### config.mk
export PLATFORM = sky130hd
export DESIGN_NAME = data_memory_access_unit
export DESIGN_NICKNAME = d
export VERILOG_FILES = /design/src/rtl/data_memory_access_unit.sv
export SDC_FILE = /design/constraint.sdc
export NUM_CORES = 1
export LEC_CHECK = 0
export ABC_AREA = 1
export BUFFER_PORTS_ARGS = -buffer_cell sky130_fd_sc_hd__buf_2
export CORE_ASPECT_RATIO = 1.75
export CORE_UTILIZATION = 50
export CTS_BUF_LIST = sky130_fd_sc_hd__clkbuf_2 sky130_fd_sc_hd__clkbuf_4 sky130_fd_sc_hd__clkbuf_8
export DETAILED_ROUTE_END_ITERATION = 10
export PLACE_DENSITY = 0.83
export SLEW_MARGIN = 20
export SYNTH_ARGS = -nofsm -noshare
export SYNTH_HDL_FRONTEND = slang
export SYNTH_SLANG_ARGS = --single-unit
### constraint.sdc
create_clock -name CLK -period 1.5 [get_ports CLK]
set_input_delay 0.3 -clock CLK [delete_from_list [all_inputs] [get_ports CLK]]
set_output_delay 0.3 -clock CLK [all_outputs]
set_load 0.05 [all_outputs]
### src/rtl/data_memory_access_unit.sv
// rtl/data_memory_access_unit.sv - MEM-stage load/store bridge with req/ack memory handshake
// Aligns stores into byte lanes, stalls the pipeline while the access is in flight, right-aligns load data.
module data_memory_access_unit #(
  parameter int TIMEOUT_CYCLES = 0,
  parameter int ADDR_WIDTH     = 32
) (
  input  logic                  CLK,
  input  logic                  RESET_N,
  input  logic                  MEM_READ,
  input  logic                  MEM_WRITE,
  input  logic [2:0]            FUNC3,
  input  logic [ADDR_WIDTH-1:0] ADDRESS,
  input  logic [31:0]           WRITE_DATA,
  output logic                  BUSY,
  output logic                  MISALIGNED,
  output logic                  BUS_ERROR,
  output logic [31:0]           READ_DATA_ALIGNED,
  output logic                  MEM_REQ,
  output logic                  MEM_WE,
  output logic [ADDR_WIDTH-1:0] MEM_ADDR,
  output logic [31:0]           MEM_WDATA,
  output logic [3:0]            MEM_BE,
  input  logic [31:0]           MEM_RDATA,
  input  logic                  MEM_ACK
);

  typedef enum logic [1:0] {ST_IDLE, ST_ACCESS, ST_DONE} state_t;

  localparam logic [31:0] LP_TIMEOUT = 32'(TIMEOUT_CYCLES);

  state_t                r_state;
  logic [31:0]           r_cnt;
  logic [1:0]            r_ofs;
  logic                  r_mem_req;
  logic                  r_mem_we;
  logic [ADDR_WIDTH-1:0] r_mem_addr;
  logic [3:0]            r_mem_be;
  logic [31:0]           r_mem_wdata;
  logic [31:0]           r_rdata;
  logic                  r_bus_error;

  logic        w_req;
  logic        w_idle;
  logic        w_size_h;
  logic        w_size_w;
  logic        w_store_ok;
  logic        w_illegal;
  logic        w_mis_addr;
  logic        w_legal;
  logic        w_timeout;
  logic [1:0]  w_ofs;
  logic [3:0]  w_be;
  logic [31:0] w_wdata;
  logic [31:0] w_rdata_shifted;

  assign w_req      = MEM_READ | MEM_WRITE;
  assign w_idle     = (r_state == ST_IDLE);
  assign w_ofs      = ADDRESS[1:0];
  assign w_size_h   = (FUNC3 == 3'b001) | (FUNC3 == 3'b101);
  assign w_size_w   = (FUNC3 == 3'b010);
  assign w_store_ok = (FUNC3 == 3'b000) | (FUNC3 == 3'b001) | (FUNC3 == 3'b010);
  assign w_illegal  = MEM_WRITE & ~w_store_ok;
  assign w_mis_addr = (w_size_h & ADDRESS[0]) | (w_size_w & (w_ofs != 2'b00));
  assign w_legal    = w_req & w_idle & ~w_illegal & ~w_mis_addr;

  // Flags are gated by reset so a request held during reset never stalls or traps.
  assign MISALIGNED = RESET_N & w_req & w_idle & ~w_illegal & w_mis_addr;
  assign BUSY       = RESET_N & (w_legal | (r_state == ST_ACCESS));

  assign w_timeout       = (LP_TIMEOUT != 32'd0) && ((r_cnt + 32'd1) == LP_TIMEOUT);
  assign w_rdata_shifted = MEM_RDATA >> {r_ofs, 3'b000};

  always_comb begin
    w_be    = 4'b1111;
    w_wdata = WRITE_DATA;
    if (MEM_WRITE) begin
      case (FUNC3[1:0])
        2'b00: begin
          w_be    = 4'b0001 << w_ofs;
          w_wdata = {4{WRITE_DATA[7:0]}};
        end
        2'b01: begin
          w_be    = 4'b0011 << w_ofs;
          w_wdata = {2{WRITE_DATA[15:0]}};
        end
        default: begin
          w_be    = 4'b1111;
          w_wdata = WRITE_DATA;
        end
      endcase
    end
  end

  always_ff @(posedge CLK or negedge RESET_N) begin
    if (!RESET_N) begin
      r_state     <= ST_IDLE;
      r_cnt       <= '0;
      r_ofs       <= '0;
      r_mem_req   <= 1'b0;
      r_mem_we    <= 1'b0;
      r_mem_addr  <= '0;
      r_mem_be    <= '0;
      r_mem_wdata <= '0;
      r_rdata     <= '0;
      r_bus_error <= 1'b0;
    end else begin
      r_bus_error <= 1'b0;
      case (r_state)
        ST_IDLE: begin
          if (w_legal) begin
            r_state     <= ST_ACCESS;
            r_mem_req   <= 1'b1;
            r_mem_we    <= MEM_WRITE;
            r_mem_addr  <= {ADDRESS[ADDR_WIDTH-1:2], 2'b00};
            r_mem_be    <= w_be;
            r_mem_wdata <= w_wdata;
            r_ofs       <= w_ofs;
            r_cnt       <= '0;
          end
        end
        ST_ACCESS: begin
          r_cnt <= r_cnt + 32'd1;
          // An ack in the final allowed cycle wins over the timeout.
          if (MEM_ACK) begin
            if (!r_mem_we) begin
              r_rdata <= w_rdata_shifted;
            end
            r_state   <= ST_DONE;
            r_mem_req <= 1'b0;
          end else if (w_timeout) begin
            r_rdata     <= '0;
            r_bus_error <= 1'b1;
            r_state     <= ST_DONE;
            r_mem_req   <= 1'b0;
          end
        end
        ST_DONE: begin
          r_state <= ST_IDLE;
        end
        default: begin
          r_state <= ST_IDLE;
        end
      endcase
    end
  end

  assign BUS_ERROR         = r_bus_error;
  assign READ_DATA_ALIGNED = r_rdata;
  assign MEM_REQ           = r_mem_req;
  assign MEM_WE            = r_mem_we;
  assign MEM_ADDR          = r_mem_addr;
  assign MEM_BE            = r_mem_be;
  assign MEM_WDATA         = r_mem_wdata;

endmodule

* After elaboration in Yosys (flattened, before gate mapping) *
Index checks and enable logic that the tools add are counted.

word-level totals
  bits in registers = 104
  bits of input ports = 104
  output and inout bits = 105

cells by class
  eq/ne operators = 7
  shifts and indexed selects = 3
  muxes and demuxes = 10
  bitwise operators = 21
  reductions and logical operators = 9

operators by type and width
  cell                   count
  $pmux W32 S2           1
  $mux W32               1
  $shr A32 B5 Y32        1
  $and A1 B1 Y1          11
  $pmux W4 S2            1
  $or A1 B1 Y1           6
  $reduce_and A3 Y1      2
  $eq A2 B1 Y1 const B   2
  $logic_not A2 Y1       2
  $mux W2                2
  $mux W4                1
  $not A1 Y1             4
  $pmux W2 S2            1
  $reduce_and A2 Y1      2
  $reduce_bool A2 Y1     2
  $shl A1 B2 Y4 const A  1
  $shl A2 B2 Y4 const A  1
  $eq A3 B1 Y1 const B   1
  $eq A3 B2 Y1 const B   1
  $eq A3 B3 Y1 const B   1
  $logic_not A3 Y1       1
  $mux W1                2
  $ne A2 B1 Y1 const B   1
  $ne A2 B2 Y1 const B   1
  $pmux W1 S2            1

* Depth between registers and ports, before layout *
Gate-level depths: netlist (run 1).

  word-level depth = 10
  gate-level depth with buffers = 9
  depth with buffers taken out = 8

* Worst setup path before layout (run 1) *
No wires, ideal clock.

  path type = flip-flop to output port
  start point = register r_state[1]
  end point = output BUSY
  arrival time = 1.687 ns
  data required time = 1.200 ns
  path slack = -0.487 ns
  cell stages (with the launch flop) = 9
  path buffers = 1
  cells stage by stage = dfrtp_1 inv_2 nand2_1 nor2_2 nand2_2 nor2_8 buf_6 nor2_1 nor2_1

on the way
  cells in the longest elaborated chain, start to end = 6
  elaborated cells on any way between the ends = 7
  those cells by class = 1 x eq/ne; 5 x bitwise; 1 x reduce/logical

RTL lines
  what                         RTL line  text
  from (decl)                  31        state_t r_state;
  from (signal assigned)       96        r_state <= ST_IDLE;
  from (signal assigned)       111       r_state <= ST_ACCESS;
  from (signal assigned)       128       r_state <= ST_DONE;
  $logic_not A2 Y1             n/a
  $and A1 B1 Y1 (3 in series)  64        assign w_legal = w_req & w_idle & ~w_illegal & ~w_mis_addr;
  $or A1 B1 Y1 *               68        assign BUSY = RESET_N & (w_legal | (r_state == ST_ACCESS));
  $and A1 B1 Y1 *              68
  to (decl)                    14        output logic BUSY,

Every way passes the cells marked *; elsewhere a longest branch is shown, timed or not.

* Final worst setup path (run 1) *
  start point = register r_state[0]
  end point = output BUSY

The elaborated chain is that of the path after synthesis.

==> out/metrics.yaml, run 1 <==
detailed_routing:
  drtPass1Iterations: 5
  wire_per_inst_um: 15.36
  via_count: 5088
  via_per_inst: 5.073
  drt_iter0_drc: 316
  ant_nets: 0
  drc_errors: 0
  totalWireLength_mm: 15.40
finish:
  drive_above_1_share: 0.3110
  final_util: 0.7016
  fillers: 822
  multi_input_area_um2: 2105
  layout.nets: 981
  ff_latch_area_um2: 2603
  syn_to_final_growth_pct: 35.21
  diodes: 0
logic_synthesis:
  synthFlopType: "dfrtp_1"
  synth_seq_area_share: 0.5264
  synthArstFlopShare: 1.000
  ys_ff_latch: 104
  yosys-top-cells-count: "403 x nand2_1, 104 x dfrtp_1, 29 x nand3_1, 29 x o21ai_0, 19 x buf_2"
  synth_area_leaders: "dfrtp_1 53%, nand2_1 31%, nand3_1 2.9%"
  synthCells: 659
  synth_top_area_cell: "dfrtp_1"
  yosys_warnings: 0
  synth.avg_cell_area_um2: 7.502
  synth_enable_flop_cells: 0
  netlist_area_um2: 4943
  synth_top_area_frac: 0.5264
  synth.most_common_cell: "nand2_1"
  ys_types: 21
sta:
  maxSlewViolCount: 0
  rsz0062_at_grt: "yes"
  worst_slack_ns: -0.2852
  relSlewSlack: 0.6365
  finalSetupViolCount: 2
  fin_crit_sh: 1.190
  clock-skew-final_ns: 0.009108
  hold_ws_ns: 0.04729
  report.final.hold_viol_count: 0
  worst_pin_slew_ns: 0.5453
  tns_ns: -0.5589
  max_freq_mhz: 560.2
  period_needed_ns: 1.785
floorplan:
  die_area_um2: 10300
  pin_count: 209
  die_w_um: 77.17
  start_util: 0.5189
  die_y_um: 133.5
  rows: 47
  coreArea_um2: 9527
min_path:
  hold_class: "primary input to asynchronous set/reset pin"
cts:
  insertion_delay_ns: 0.38
  cts_tree: "done"
  cts_buffers: 9
  postCtsHoldBufs: 0
  cts.sinks: 104
  clkTransAtPathRegs_ns: 0.10
  cts-htree-levels: 3
  clk_path_buf_depth: 2
  clockRootBuffer: "clkbuf_8"
placement:
  port-buffer-count: 205
  post-dp-hpwl_mm: 10.55
  preCtsSetupSlack_ns: -0.08095
  gp_congestion: 0.9062
global_route:
  grt_max_degree: 105
  antenna_found_initial: 0
  track_usage: 0.2834
  first_global_vias: 4632
  grt_first_pass_wirelength_mm: 22.58
  overflow: 0
setup_path:
  crit_end: "BUSY"
  r2r_end: "MEM_WDATA[26]"
  required_ns: 1.20
  r2r-start: "r_state[0]"
  crit_start: "r_state[0]"
  cp-end-kind: "primary output"
  arrival_ns: 1.49
  reg2reg_setup_slack_ns: 0.03
  rr_worst_depth: 9
  crit_fanout: 2
  start_kind: "register"
  critPathKind: "register to primary output"
pwr:
  p_per_area_nw_per_um2: 2430
  ir_drop_v: 0.001574
  power.leakage_nw: 3.945
status:
  violations: "negative setup slack"
  outcome: "finished with violations"
flow_run:
  cap_violations: 0
report_power, final:
group | internal, mW | switching, mW | total [mW]
Clock | 0.771 | 0.988 | 1.76
Combinational | 2.36 | 7.30 | 9.66
Sequential | 4.09 | 0.734 | 4.83
Total | 7.22 | 9.02 | 16.2
area by class of cell:
type	instances	area share
flip-flops and latches	104	0.3894
multi-input cells	501	0.3149
well taps	122	0.02284
repair buffers	243	0.2336
clock buffers	9	0.01853
clock inverters	6	0.01030
inverters	18	0.01048
layer usage:
layer | GRT usage | wire, um | vias to the layer above
li1 | - | - | 2470
met4 | 0.1698 | 793 | 0
met5 | 0 | 0 | -
met2 | 0.4798 | 7945 | 267
met1 | 0.3321 | 5598 | 2305
met3 | 0.04932 | 1065 | 46
worst min-delay path by stage:
| stage | from | endpoint | slack, ns | cells past startpoint |
|---|---|---|---|---|
| after floorplan | RESET_N | MEM_ADDR[10] | 0.004 | 0 |
| after global placement | MEM_ADDR[17] | MEM_ADDR[17] | 0.45 | 2 |
| after detailed placement | MEM_ADDR[17] | MEM_ADDR[17] | 0.45 | 2 |
| after CTS | RESET_N | MEM_ADDR[12] | 0.05 | 2 |
| after global routing | RESET_N | MEM_WDATA[28] | 0.07 | 2 |
| final | RESET_N | MEM_WDATA[28] | 0.05 | 2 |
registers in the layout, indices dropped and copies added (netlist names):
signal / count
MEM_REQ: 1
READ_DATA_ALIGNED: 32
r_state: 2
MEM_WDATA: 32
MEM_BE: 4
MEM_WE: 1
r_ofs: 2
MEM_ADDR: 30
cells by family after synthesis:
| family | after synthesis | share of synthesized area |
|---|---|---|
| compound gates | 50 | 0.05467 |
| buf+inv | 57 | 0.06176 |
| other cells | 1 | 0.0007586 |
| flops | 104 | 0.5264 |
| simple gates | 447 | 0.3564 |
cells in the final DEF, fill, tap and decap left out, types with 6 or more instances in the layout:
cell type / instances
o21ai_0: 29
buf_12: 8
buf_2: 202
buf_6: 6
inv_1: 15
nand3_1: 29
o211ai_1: 8
clkbuf_8: 9
buf_4: 19
a21oi_1: 9
dfrtp_1: 104
clkbuf_16: 6
nand2_1: 400
timing repair:
item	4_1_cts	5_1_grt
setup endpoints to repair	2	97
gates cloned	0	8
pin swaps	6	1
gates resized for setup	11	13
buffers inserted	2	3
per-stage QoR:
stage	std cells	instance area, um2	total power, mW
after floorplan	661	4961	11.62
after detailed placement	976	6191	14.10
after CTS	993	6435	15.93
after global routing	1003	6684	17.10
final	1003	6684	16.24
after global placement	976	6191	13.96
critical path, cell delays in order (launching register included):
cell,delay (ns)
dfrtp_1,0.40
inv_1,0.07
nand2_2,0.07
nor2_4,0.11
nand2_4,0.08
nor2_8,0.10
nor2_4,0.04
nor2_4,0.07
buf_6,0.16
No activity file was read; power rests on OpenSTA's default activity.
==> run 2: changes to the inputs <==
ABC_AREA = unset   (was 1)
CTS_BUF_LIST = sky130_fd_sc_hd__clkbuf_4 sky130_fd_sc_hd__clkbuf_8   (was sky130_fd_sc_hd__clkbuf_2 sky130_fd_sc_hd__clkbuf_4 sky130_fd_sc_hd__clkbuf_8)
HOLD_SLACK_MARGIN = 0.08   (was unset)
==> out/metrics.yaml, run 2 <==
status:
  outcome: "finished with violations"
  violations: "negative setup slack"
sta:
  max_freq_mhz: 527.3
  report.final.hold_viol_count: 0
  hold_ws_ns: 0.1512
  finalSetupViolCount: 104
  fin_crit_sh: 1.264
  tns_ns: -27.23
  clock-skew-final_ns: 0.008753
  worst_slack_ns: -0.3964
  rsz0062_at_grt: "yes"
  period_needed_ns: 1.896
  maxSlewViolCount: 0
min_path:
  hold_class: "primary input to register"
pwr:
  switchingPower_mw: 8.859
  power.leakage_nw: 3.628
  clkPwrFrac: 0.097
  pwr-share-comb: 0.613
  ir_drop_v: 0.001674
  power_frac_seq: 0.289
  intPower_mw: 8.349
  power.share.switching: 0.5148
  p_per_area_nw_per_um2: 2430
  power.total_mw: 17.21
setup_path:
  required_ns: 1.76
  crit_fanout: 8
  cp-end-kind: "register"
  arrival_ns: 2.16
  start_kind: "register"
  critPathKind: "register to register"
global_route:
  antenna_found_initial: 0
  overflow: 0
  grt_first_pass_wirelength_mm: 20.99
  track_usage: 0.2614
  first_global_vias: 4214
  grt_max_degree: 95
cts:
  cts-htree-levels: 3
  clockRootBuffer: "clkbuf_8"
  cts_buffers: 9
  insertion_delay_ns: 0.36
  cts.sinks: 104
  cts_tree: "done"
  clk_path_buf_depth: 2
  clkTransAtPathRegs_ns: 0.11
placement:
  port-buffer-count: 205
  gp_congestion: 0.8428
  post-dp-hpwl_mm: 9.923
  preCtsSetupSlack_ns: -0.4846
floorplan:
  pin_count: 209
  start_util: 0.5154
  die_y_um: 135.7
  die_w_um: 78.40
  rows: 48
  coreArea_um2: 9910
  die_area_um2: 10640
finish:
  syn_to_final_growth_pct: 38.68
  layout.nets: 761
  mostFrequentLayoutCells: "202 x buf_2, 103 x dfrtp_1, 69 x mux2_4, 60 x nand2_1, 24 x mux2i_1"
  final_util: 0.7148
  diodes: 0
  multi_input_area_um2: 2389
  ff_latch_area_um2: 2604
  drive_above_1_share: 0.5770
  final_common_cell: "buf_2"
  fillers: 703
detailed_routing:
  drtPass1Iterations: 5
  via_count: 4257
  totalWireLength_mm: 14.54
  wire_per_inst_um: 18.47
  via_per_inst: 5.409
  drc_errors: 0
  drt_iter0_drc: 188
  ant_nets: 0
logic_synthesis:
  synth_top_area_cell: "dfrtp_1"
  synth.avg_cell_area_um2: 12.40
  synth_top_area_frac: 0.5096
  ys_ff_latch: 104
  netlist_area_um2: 5107
  yosys-top-cells-count: "104 x dfrtp_1, 66 x nand2_1, 60 x mux2_4, 28 x o21ai_0, 24 x mux2i_1"
  synth.most_common_cell: "dfrtp_1"
  synthFlopType: "dfrtp_1"
  synth_seq_area_share: 0.5096
  yosys_warnings: 0
  synthArstFlopShare: 1.000
  synth_area_leaders: "dfrtp_1 51%, mux2_4 18%, nand2_1 4.9%"
  ys_types: 30
  synth_enable_flop_cells: 0
  synthCells: 412
flow_run:
  cap_violations: 0
run 2: cell count changes after synthesis, moves of 12 or more:
cell and delta:
nand3_1 -29, mux2i_1 +24, mux2_2 +18, nand2_1 -337, inv_1 -12, nor2b_1 +12
mux2_4 +60, buf_2 -17
run 2: what timing repair did:
action,in CTS,in global routing
hold endpoints to repair,10,0
hold buffers,2,0
gates resized for setup,27,55
gates cloned,4,4
pin swaps,3,11
setup buffers,10,8
setup endpoints to repair,87,98
run 2: area by class of cell:
type                    instances  area share
flip-flops and latches        104      0.3676
repair buffers                259      0.2450
well taps                     125     0.02208
clock inverters                 7    0.009009
multi-input cells             280      0.3372
clock buffers                   9     0.01749
inverters                       3    0.001590
run 2: power groups by stage:
stage	sequential, mW	clock (mW)	combinational, mW
finish	4.98	1.67	10.6
global route	5.11	1.81	11.0
CTS	4.93	1.69	10.2
floorplan	9.26	0	3.08
global placement	4.88	0	9.62
detailed placement	4.92	0	9.85
run 2: kinds of logic after synthesis:
logic type,Yosys count,share of synthesized area
buffers and inverters,35,0.05144
DFF,104,0.5096
AOI/OAI and AO/OA,67,0.08060
and+or+nand+nor,96,0.07913
muxes,109,0.2785
other,1,0.0007342
run 2: worst max-delay path, cell delays in order, from the launching register on:
cell and delay (ns):
dfrtp_1 0.43, a2111oi_4 0.29, nor2b_4 0.23, buf_6 0.14, buf_12 0.15, buf_12 0.12, buf_16 0.13, mux2_4 0.31
run 2: stage by stage:
stage | instances | instance area [um2]
final | 787 | 7083
after global routing | 787 | 7083
after CTS | 778 | 6857
after detailed placement | 746 | 6414
after global placement | 746 | 6414
after floorplan | 414 | 5147
run 2: final timing paths:
kind	startpoint	end	slack [ns]	depth (start not counted)
min in group asynchronous	RESET_N	MEM_WDATA[2]	0.45	2
max in group asynchronous	RESET_N	MEM_WE	0.48	3
min reg2reg	MEM_REQ	MEM_REQ	0.48	1
min	ADDRESS[10]	MEM_ADDR[10]	0.15	2
max	r_state[1]	MEM_ADDR[5]	-0.40	7
max reg2reg	r_state[1]	MEM_ADDR[5]	-0.40	7
run 2: routing by layer:
metal	up-vias	global-route usage	share of wire	wire (um)
met3	49	0.03569	0.059	852
li1	1909	-	-	-
met4	0	0.1564	0.047	682
met1	2065	0.2968	0.36	5257
met2	234	0.4610	0.53	7744
met5	-	0	0	0
